**config.mk**
```make
export PLATFORM = sky130hd
export DESIGN_NAME = flappy_game_core
export DESIGN_NICKNAME = d
export VERILOG_FILES = /design/src/rtl/flappy_game_core.sv
export SDC_FILE = /design/constraint.sdc
export NUM_CORES = 1
export LEC_CHECK = 0
export CELL_PAD_IN_SITES_DETAIL_PLACEMENT = 0
export CELL_PAD_IN_SITES_GLOBAL_PLACEMENT = 2
export CORE_UTILIZATION = 37
export DETAILED_ROUTE_END_ITERATION = 16
export PLACE_DENSITY_LB_ADDON = 0.2
export SYNTH_ARGS = -nofsm -noshare
export SYNTH_HDL_FRONTEND = slang
export SYNTH_SLANG_ARGS = --single-unit
```
**constraint.sdc**
```tcl
create_clock -name clk -period 12.7 [get_ports clk]
set_clock_uncertainty 0.05 [all_clocks]
set_input_delay 3.175 -clock clk [delete_from_list [all_inputs] [get_ports clk]]
set_output_delay 3.175 -clock clk [all_outputs]
set_load 0.1 [all_outputs]
```
**src/rtl/flappy_game_core.sv**
```systemverilog
// Game/pixel core for the VGA Flappy pipeline: bird physics, game-state FSM, per-pipe scoring,
// pixel-accurate collision and the registered pixel colour mux for NUM_PIPES pipes.
module flappy_game_core #(
    parameter int NUM_PIPES   = 2,
    parameter int PIPE_HALF_W = 50,
    parameter int GAP_H       = 100,
    parameter int BIRD_X      = 300,
    parameter int BIRD_SZ     = 20,
    parameter int TICK_DIV    = 500000,
    parameter int FLAP_VEL    = 6,
    parameter int VEL_MAX     = 8,
    parameter int Y_TOP       = 35,
    parameter int Y_BOT       = 515,
    parameter int SCORE_W     = 16
) (
    input  logic                    clk,
    input  logic                    reset_n,
    input  logic                    bright,
    input  logic [9:0]              hCount,
    input  logic [9:0]              vCount,
    input  logic                    button,
    input  logic [10*NUM_PIPES-1:0] pipe_x,
    input  logic [10*NUM_PIPES-1:0] pipe_gap_y,
    output logic [11:0]             rgb,
    output logic [SCORE_W-1:0]      score,
    output logic [1:0]              game_state
);

    typedef enum logic [1:0] {
        ST_IDLE = 2'd0,
        ST_PLAY = 2'd1,
        ST_DEAD = 2'd2
    } state_t;

    localparam int TW = (TICK_DIV > 2) ? $clog2(TICK_DIV) : 1;
    localparam int CW = $clog2(NUM_PIPES + 1);

    localparam logic [9:0]         Y_RST     = 10'((Y_TOP + Y_BOT) / 2 - BIRD_SZ / 2);
    localparam logic [9:0]         Y_TOP_V   = 10'(Y_TOP);
    localparam logic [9:0]         Y_LOW_V   = 10'(Y_BOT - BIRD_SZ);
    localparam logic signed [11:0] Y_MIN_S   = 12'(Y_TOP);
    localparam logic signed [11:0] Y_MAX_S   = 12'(Y_BOT - BIRD_SZ);
    localparam logic signed [5:0]  FLAP_S    = 6'(-FLAP_VEL);
    localparam logic signed [5:0]  VEL_MAX_S = 6'(VEL_MAX);

    localparam logic [11:0] COL_OFF  = 12'h000;
    localparam logic [11:0] COL_BIRD = 12'hFF0;
    localparam logic [11:0] COL_PIPE = 12'h0F0;
    localparam logic [11:0] COL_SKY  = 12'h08F;
    localparam logic [11:0] COL_DEAD = 12'hF00;

    state_t              state_r;
    logic [TW-1:0]       tick_cnt_r;
    logic                btn_q_r;
    logic                flap_pend_r;
    logic                hit_r;
    logic [9:0]          bird_y_r;
    logic signed [5:0]   vel_r;
    logic [SCORE_W-1:0]  score_r;
    logic [11:0]         rgb_r;
    logic [10:0]         prev_r [NUM_PIPES];

    logic                tick_s;
    logic                flap_s;
    logic [10:0]         h11_s;
    logic [10:0]         v11_s;
    logic [10:0]         by11_s;
    logic                in_bird_s;
    logic                in_pipe_s;
    logic [NUM_PIPES-1:0] pipe_px_s;
    logic [NUM_PIPES-1:0] cross_s;
    logic [10:0]         right_edge_s [NUM_PIPES];
    logic [CW-1:0]       cross_cnt_s;
    logic [SCORE_W:0]    score_sum_s;
    logic [SCORE_W-1:0]  score_next_s;
    logic signed [5:0]   vel_new_s;
    logic signed [11:0]  y_sum_s;
    logic [9:0]          y_next_s;
    logic                die_s;
    logic [11:0]         rgb_next_s;

    assign tick_s = (tick_cnt_r == TW'(TICK_DIV - 1));
    assign flap_s = button & ~btn_q_r;

    assign h11_s  = {1'b0, hCount};
    assign v11_s  = {1'b0, vCount};
    assign by11_s = {1'b0, bird_y_r};

    assign in_bird_s = (h11_s >= 11'(BIRD_X)) && (h11_s < 11'(BIRD_X + BIRD_SZ)) &&
                       (v11_s >= by11_s) && (v11_s < by11_s + 11'(BIRD_SZ));

    // Per-pipe extents; left edge clamps at column 0 instead of wrapping.
    for (genvar i = 0; i < NUM_PIPES; i++) begin : g_pipe
        logic [10:0] px_s;
        logic [10:0] gy_s;
        logic [10:0] left_s;
        logic [10:0] right_s;
        assign px_s    = {1'b0, pipe_x[10*i +: 10]};
        assign gy_s    = {1'b0, pipe_gap_y[10*i +: 10]};
        assign right_s = px_s + 11'(PIPE_HALF_W);
        assign left_s  = (px_s >= 11'(PIPE_HALF_W)) ? (px_s - 11'(PIPE_HALF_W)) : 11'd0;
        assign pipe_px_s[i] = (h11_s >= left_s) && (h11_s <= right_s) &&
                              ((v11_s < gy_s) || (v11_s >= gy_s + 11'(GAP_H)));
        assign right_edge_s[i] = right_s;
        assign cross_s[i] = (prev_r[i] >= 11'(BIRD_X)) && (right_s < 11'(BIRD_X));
    end

    assign in_pipe_s = |pipe_px_s;

    // Saturating score increment by the number of pipes that passed the bird this tick.
    always_comb begin
        cross_cnt_s = '0;
        for (int i = 0; i < NUM_PIPES; i++) begin
            cross_cnt_s = cross_cnt_s + CW'(cross_s[i]);
        end
        score_sum_s = {1'b0, score_r} + (SCORE_W + 1)'(cross_cnt_s);
        if (score_sum_s[SCORE_W]) begin
            score_next_s = '1;
        end else begin
            score_next_s = score_sum_s[SCORE_W-1:0];
        end
    end

    // Next velocity and clamped position applied when the bird survives a tick.
    always_comb begin
        if (flap_pend_r | flap_s) begin
            vel_new_s = FLAP_S;
        end else if (vel_r >= VEL_MAX_S) begin
            vel_new_s = VEL_MAX_S;
        end else begin
            vel_new_s = vel_r + 6'sd1;
        end
        y_sum_s = $signed({2'b00, bird_y_r}) + $signed({{6{vel_new_s[5]}}, vel_new_s});
        if (y_sum_s < Y_MIN_S) begin
            y_next_s = Y_TOP_V;
        end else if (y_sum_s > Y_MAX_S) begin
            y_next_s = Y_LOW_V;
        end else begin
            y_next_s = y_sum_s[9:0];
        end
    end

    assign die_s = hit_r || (by11_s + 11'(BIRD_SZ) >= 11'(Y_BOT)) || (bird_y_r <= Y_TOP_V);

    // Pixel colour: bird over pipe over background; background turns red once dead.
    always_comb begin
        if (!bright) begin
            rgb_next_s = COL_OFF;
        end else if (in_bird_s) begin
            rgb_next_s = COL_BIRD;
        end else if (in_pipe_s) begin
            rgb_next_s = COL_PIPE;
        end else if (state_r == ST_DEAD) begin
            rgb_next_s = COL_DEAD;
        end else begin
            rgb_next_s = COL_SKY;
        end
    end

    // Physics tick divider, button edge history, pixel output and per-pipe edge history.
    always_ff @(posedge clk) begin
        if (!reset_n) begin
            tick_cnt_r <= '0;
            btn_q_r    <= 1'b0;
            rgb_r      <= COL_OFF;
            for (int i = 0; i < NUM_PIPES; i++) begin
                prev_r[i] <= 11'd0;
            end
        end else begin
            tick_cnt_r <= tick_s ? '0 : tick_cnt_r + TW'(1);
            btn_q_r    <= button;
            rgb_r      <= rgb_next_s;
            if (tick_s) begin
                for (int i = 0; i < NUM_PIPES; i++) begin
                    prev_r[i] <= right_edge_s[i];
                end
            end
        end
    end

    // Game FSM with bird motion, sticky collision and scoring.
    always_ff @(posedge clk) begin
        if (!reset_n) begin
            state_r     <= ST_IDLE;
            bird_y_r    <= Y_RST;
            vel_r       <= 6'sd0;
            score_r     <= '0;
            hit_r       <= 1'b0;
            flap_pend_r <= 1'b0;
        end else begin
            case (state_r)
                ST_IDLE: begin
                    if (flap_s) begin
                        state_r     <= ST_PLAY;
                        vel_r       <= FLAP_S;
                        score_r     <= '0;
                        hit_r       <= 1'b0;
                        flap_pend_r <= 1'b0;
                    end
                end
                ST_PLAY: begin
                    if (bright && in_bird_s && in_pipe_s) begin
                        hit_r <= 1'b1;
                    end
                    if (tick_s) begin
                        flap_pend_r <= 1'b0;
                        score_r     <= score_next_s;
                        if (die_s) begin
                            state_r <= ST_DEAD;
                            vel_r   <= 6'sd0;
                        end else begin
                            vel_r    <= vel_new_s;
                            bird_y_r <= y_next_s;
                        end
                    end else if (flap_s) begin
                        flap_pend_r <= 1'b1;
                    end
                end
                ST_DEAD: begin
                    flap_pend_r <= 1'b0;
                    if (flap_s) begin
                        state_r  <= ST_IDLE;
                        bird_y_r <= Y_RST;
                        vel_r    <= 6'sd0;
                    end
                end
                default: begin
                    state_r <= ST_IDLE;
                end
            endcase
        end
    end

    assign rgb        = rgb_r;
    assign score      = score_r;
    assign game_state = state_r;

endmodule
```
# ---- Word level (Yosys, flattened, before mapping)
# Memories as Yosys holds them, arrays and structs flattened.
# Index checks and enable logic that the tools add are counted.
dict set report classes {
  magnitude_cmp 23
  mux 39
  bitwise_logic 7
  n_reduce_logical 29
  add_sub_neg 12
  eq_ne 10
}
# op count
set op_table {}
lappend op_table {{two-way mux 10 bit} 5}
lappend op_table {{two-way mux 16 bit} 3}
lappend op_table {{>= comparator 10 x 11 -> 1 bit} 4}
lappend op_table {{two-way mux 11 bit} 4}
lappend op_table {{two-way mux 12 bit} 3}
lappend op_table {{two-way mux 6 bit} 6}
lappend op_table {{case mux 16 bit (2 select lines)} 1}
lappend op_table {{adder 10 x 6 -> 11 bit, second input constant} 2}
lappend op_table {{adder 10 x 7 -> 11 bit, second input constant} 2}
lappend op_table {{>= comparator 11 x 9 -> 1 bit, second input constant} 2}
lappend op_table {{less-or-equal comparator 10 x 11 -> 1 bit} 2}
lappend op_table {{< comparator 11 x 9 -> 1 bit, second input constant} 2}
lappend op_table {{subtractor 10 x 6 -> 11 bit, second input constant} 2}
lappend op_table {{>= comparator 10 x 6 -> 1 bit, second input constant} 2}
lappend op_table {{< comparator 10 bit} 2}
lappend op_table {{case mux 10 bit (2 select lines)} 1}
lappend op_table {{adder 19 x 1 -> 19 bit, second input constant} 1}
lappend op_table {{equality test 19 bit, second input constant} 1}
lappend op_table {{case mux 6 bit (3 select lines)} 1}
lappend op_table {{adder 16 x 2 -> 17 bit} 1}
lappend op_table {{adder 11 x 6 -> 12 bit} 1}
lappend op_table {{> comparator 12 x 10 -> 1 bit, second input constant} 1}
lappend op_table {{< comparator 12 x 7 -> 1 bit, second input constant} 1}
lappend op_table {{inequality test 2 bit, second input constant} 6}
lappend op_table {{other kinds (31)} 64}
dict set report word_totals {
  reg_bits 68
  ramBits 22
  n_memories 1
  out_inout_bits 30
  input_bits 64
}
# name words word_bits rd rd_ports_with_merged_regs write_ports line
set mem_list {}
lappend mem_list {prev_r 2 11 2 0 2 61} ;# logic [10:0] prev_r [NUM_PIPES];

# ---- Depth between registers and ports, before layout
dict set report logic_depth {
  depth_word 11
  ltp_mapped 17
}

# ---- Least setup slack after synthesis
# No wires, ideal clock.
dict set report synth_timing {
  kind {input to register}
  from {input pipe_x[11]}
  to {register score_r[9], in the netlist score[9]}
  path_buffers 1
  arrival_time_ns 6.122
  cell_stages 17
  path_slack_ns 6.461
  required_ns 12.583
  cell_sequence {ha_1 -> a21oi_1 -> nand2b_1 -> nand4_1 -> xor2_1 -> o31ai_1 -> nor3_1 -> fa_1 -> ha_1 -> nand2_1 -> nor4_1 -> nand3_1 -> or2_2 -> clkbuf_1 -> a31oi_1 -> o22ai_1 -> nor2_1}
}
dict set report synth_via {
  elab_chain_len 8
}
# item line
set synth_lines {}
lappend synth_lines {{start, declared} 22} ;# input logic [10*NUM_PIPES-1:0] pipe_x,
lappend synth_lines {{adder 10 x 6 -> 11 bit} 100} ;# assign right_s = px_s + 11'(PIPE_HALF_W);
lappend synth_lines {{< comparator 11 x 9 -> 1 bit} 105} ;# assign cross_s[i] = (prev_r[i] >= 11'(BIRD_X)) && (right_s < 11'(BIRD_X));
lappend synth_lines {{logical AND 1 bit} 105}
lappend synth_lines {{adder 1 x 1 -> 2 bit} 114} ;# cross_cnt_s = cross_cnt_s + CW'(cross_s[i]);
lappend synth_lines {{adder 16 x 2 -> 17 bit} 116} ;# score_sum_s = {1'b0, score_r} + (SCORE_W + 1)'(cross_cnt_s);
lappend synth_lines {{two-way mux 16 bit} 117} ;# if (score_sum_s[SCORE_W]) begin
lappend synth_lines {{two-way mux 16 bit} 205} ;# if (tick_s) begin
lappend synth_lines {{case mux 16 bit (2 select lines)} 191} ;# case (state_r)
lappend synth_lines {{end signal, assigned} 207} ;# score_r <= score_next_s;
lappend synth_lines {{end, declared} 59} ;# logic [SCORE_W-1:0] score_r;
# No other way between the ends. The select of a mux whose other input is x is not followed.
# A chain may end at the register's enable or synchronous reset.

# ---- Worst setup path in the final report
dict set report layout_timing {
  from {input pipe_x[11]}
  to {register score_r[4], in the netlist score[4]}
}
# Same word-level chain as after synthesis.

==> results.py <==
metrics = {
    "worst_setup_path": {
        "cp-start-kind": "input pin",
        "reg2reg_setup_slack_ns": 8.83,
        "cp_slowest_stage_delay_ns": 0.55,
        "crit_path_cell_trace": "clkdlybuf4s50_1, ha_1, a21oi_1, nand2b_1, nand4_1, xor2_1, o31ai_1, nor3_1, fa_1, ha_1, nand2_1, nor4_1, nand3_1, nor2_1, nor2_1, nand3_1, a21oi_1, nor3_1",
        "end_kind": "register",
        "worst-path-max-fanout": 6,
        "reg2regPathDepth": 12,
        "critical_path_arrival_ns": 7.34,
        "timing.setup.critical_path_class": "input pin to register",
        "capturing_point_of_the_worst_reg2reg_path": "bird_y_r[3]$_SDFFE_PN1P_",
        "critPathRequiredTime_ns": 12.91,
        "timing.critical_path.slowest_stage_cell": "clkdlybuf4s50_1",
        "crit-reg2reg-launch": "vel_r[0]$_SDFFE_PN0P_",
    },
    "hold_path": {
        "hold_path_depth": 1,
        "worstHoldEndpoint": "tick_cnt_r[0]$_SDFF_PP0_",
        "worst_hold_path_type": "register to register",
        "hold_path_startpoint": "tick_cnt_r[0]$_SDFF_PP0_",
    },
    "layout": {
        "final_layout_net_count": 1199,
        "antenna-diode-count": 0,
        "post_synthesis_to_final_layout_area_growth_pct": 18.2,
        "proportion_of_layout_cells_with_a_drive_suffix_above_1_pct": 3.95,
        "final-instance-count-excl-fill": 1283,
    },
    "sta": {
        "number_of_pins_with_negative_max_slew_slack_in_the_final_report": 0,
        "fmax_mhz": 140,
        "finalSetupTns_ns": 0,
        "post-route-min-period_ns": 7.13,
        "tightestPinTransition_ns": 1.01,
        "post-route-period-util_pct": 56.1,
        "hold_viol_final": 0,
        "setup_viol": 0,
        "slew_headroom_pct": 31.9,
        "rsz0062_at_grt": "no",
    },
    "yosys": {
        "netlist-cell-type-count": 76,
        "asyncSetResetFlopFracSynth_pct": 0,
        "synth_top_area_share_pct": 20.5,
        "postSynthNetCount": 1131,
        "netlist_area_pre_place_um2": 7640,
        "yosys-top-cells-count": "ha_1 (125), nor2_1 (87), nand2_1 (84)",
        "synth.ff_latch_count": 78,
        "post_synth.cell_area_avg_um2": 8.13,
        "post-synth-top-area-cell": "ha_1",
        "number_of_synthesized_flops_with_an_enable_pin": 18,
        "post_synth_mux_area_share_pct": 0.540,
        "yosys.cell_count.top_type": "ha_1",
        "synthAdderAreaFrac_pct": 21.0,
        "synthXorXnorAreaFrac_pct": 8.14,
        "dominant_register_cell_in_the_synthesized_netlist": "dfxtp_1",
        "yosysWarningCount": 0,
        "post_synth_and_or_nand_nor_area_fraction_pct": 21.4,
        "ys_top_cells_by_area": "ha_1 (20%), dfxtp_1 (16%), edfxtp_1 (7.1%), xnor2_1 (4.6%), nor2_1 (4.3%)",
        "largest_family_of_logic_cells_by_synthesized_area": "simple AND/OR/NAND/NOR gates",
        "synthCells": 940,
        "synth-compound-area-share_pct": 21.2,
        "synth_seq_area_share_pct": 22.8,
    },
    "placed_design": {
        "gpl.final_weighted_congestion": 0.817,
        "hpwlAfterDp_um": 15900,
        "place.port_buffers": 93,
        "place.detailed.instances": 1267,
    },
    "drt": {
        "drtPass1Iterations": 5,
        "routed_via_count": 6866,
        "met3_length_um": 642,
        "route.met2.wl_um": 8980,
        "top_layer_used": "met4",
        "average_via_count_per_standard_cell": 5.35,
        "detail_route.drc_violations": 0,
        "m1WireLength_um": 10300,
        "final_antenna_violating_net_count": 0,
        "route.final.wire_length_um": 20100,
        "post_drt_wl_per_cell_um": 15.7,
        "iter_0_drt_violations": 240,
    },
    "power_and_ir_drop": {
        "max-vdd-ir-drop_v": 0.0000770,
        "cellPowerDensity_nw_per_um2": 105,
        "total_leakage_power_nw": 3.64,
    },
    "cts": {
        "cts_buffer_depth": 2,
        "cts_sinks": 78,
        "numCtsBuffers": 9,
        "post_cts_resized": 0,
        "cts_max_level": 3,
        "cts_tree": "done",
        "post-cts-setup-buffer-count": 0,
        "cts.root.buffer_cell": "clkbuf_16",
        "cts_hold_buffers": 0,
        "worst_skew_pair.late_latency_ns": 0.34,
        "post_cts_clock_slew_at_the_launch_and_capture_registers_of_the_worst_setup_and_hold_paths_ns": 0.07,
    },
    "grt": {
        "grt_util_all_layers_pct": 19.3,
        "antenna_violations_before_repair": 0,
        "grt_max_degree": 23,
        "grt_overflow_total": 0,
        "first_global_vias": 6714,
        "grt_pass1_wl_um": 33600,
    },
    "die": {
        "die_w_um": 146,
        "initial_core_util_pct": 37.8,
        "core_area_um2": 20200,
        "io-pin-count": 94,
        "num_rows": 52,
        "die-area_um2": 21200,
        "die_height_um": 146,
    },
    "job": {
        "drv.max_cap_violation_count": 0,
    },
    "outcome": {
        "status": "complete, no violations",
    },
}
cell usage in the layout, fill, tap and decap left out, types with 4 or more instances in the layout:
cell             instances
and2_1                   8
xnor2_1                 40
o31a_1                   5
a31oi_1                 16
ha_1                   125
a21oi_1                 61
nor2_1                  87
a21o_1                  14
edfxtp_1                18
nor4_1                   6
dfxtp_1                 60
nor2b_1                  8
a211oi_2                 4
and3_1                  14
nand2b_1                17
o22ai_1                  5
inv_1                   53
o21a_1                  20
nor3_1                  34
o311ai_0                 4
o2111ai_1                7
a211oi_1                 6
o211ai_1                 8
o21bai_1                 5
clkbuf_16                9
nand3_1                 30
nand2_1                 84
nor4b_1                  4
o21ai_0                 40
nand4_1                 16
clkdlybuf4s50_1         93
xor2_1                  31
stage by stage:
| step | total power (W) | instance area, um2 | hold slack [ns] | setup slack, ns | util, % |
|---|---|---|---|---|---|
| after floorplan | 0.000589 | 7640 | 0.380 | 6.46 | - |
| after global placement | 0.000703 | 8750 | 0.397 | 5.33 | 43.2 |
| after detailed placement | 0.000699 | 8750 | 0.405 | 5.23 | 43.2 |
| after CTS | 0.000954 | 9030 | 0.414 | 5.57 | 44.7 |
| after global routing | 0.00101 | 9030 | 0.470 | 5.08 | 44.7 |
| final | 0.000945 | 9030 | 0.417 | 5.57 | 44.7 |
flip-flops by register name, summed over array words and instances, names as in the netlist:
name,count
score,16
flap_pend_r,1
btn_q_r,1
tick_cnt_r,19
bird_y_r,10
prev_r,18
hit_r,1
rgb,4
vel_r,6
game_state,2
critical path: cells and delay by family:
| kind | cells | cell delay (ns) |
|---|---|---|
| compound gates | 3 | 0.42 |
| buf+inv | 1 | 0.55 |
| simple gates | 10 | 2.13 |
| xor+xnor | 1 | 0.28 |
| fa+ha+maj | 3 | 0.76 |
cell type report:
cell class,count,area (um2)
Timing Repair Buffer,95,946
Sequential cell,78,1740
Tap cell,270,338
Inverter,54,203
Multi-Input combinational cell,770,5520
Clock buffer,9,225
Clock inverter,7,62.6
Fill cell,2033,11200
where the power goes:
group	switching (W)	internal, W
logic	0.000251	0.000163
registers	0.0000127	0.000265
clock network	0.000116	0.000137
total	0.000380	0.000565
cell families (layout without fill, tap and decap cells):
family	count (synthesis)	in the layout
adder cells (fa/ha/maj)	127	127
flip-flops	78	78
XOR/XNOR	71	71
buffers and inverters	92	165
multiplexers	4	4
AND/OR/NAND/NOR	331	331
AO/OA/AOI/OAI	237	237
per-layer routing:
| metal | global-route usage (%) | up-vias |
|---|---|---|
| li1 | - | 3552 |
| met1 | 27.2 | 3171 |
| met2 | 32.0 | 130 |
| met3 | 1.60 | 13 |
| met4 | 4.58 | 0 |
| met5 | 0 | - |
worst max path at each step:
stage	start	end	slack, ns	cells past startpoint
2_1_floorplan	pipe_x[11]	score[9]$_SDFFE_PN0P_	6.46	17
3_3_place_gp	pipe_x[11]	score[4]$_SDFFE_PN0P_	5.33	18
3_5_place_dp	pipe_x[11]	score[4]$_SDFFE_PN0P_	5.23	18
4_1_cts	pipe_x[11]	score[8]$_SDFFE_PN0P_	5.57	18
5_1_grt	pipe_x[1]	score[6]$_SDFFE_PN0P_	5.08	18
6_report	pipe_x[11]	score[4]$_SDFFE_PN0P_	5.57	18
No activity file was read; power rests on OpenSTA's default activity.
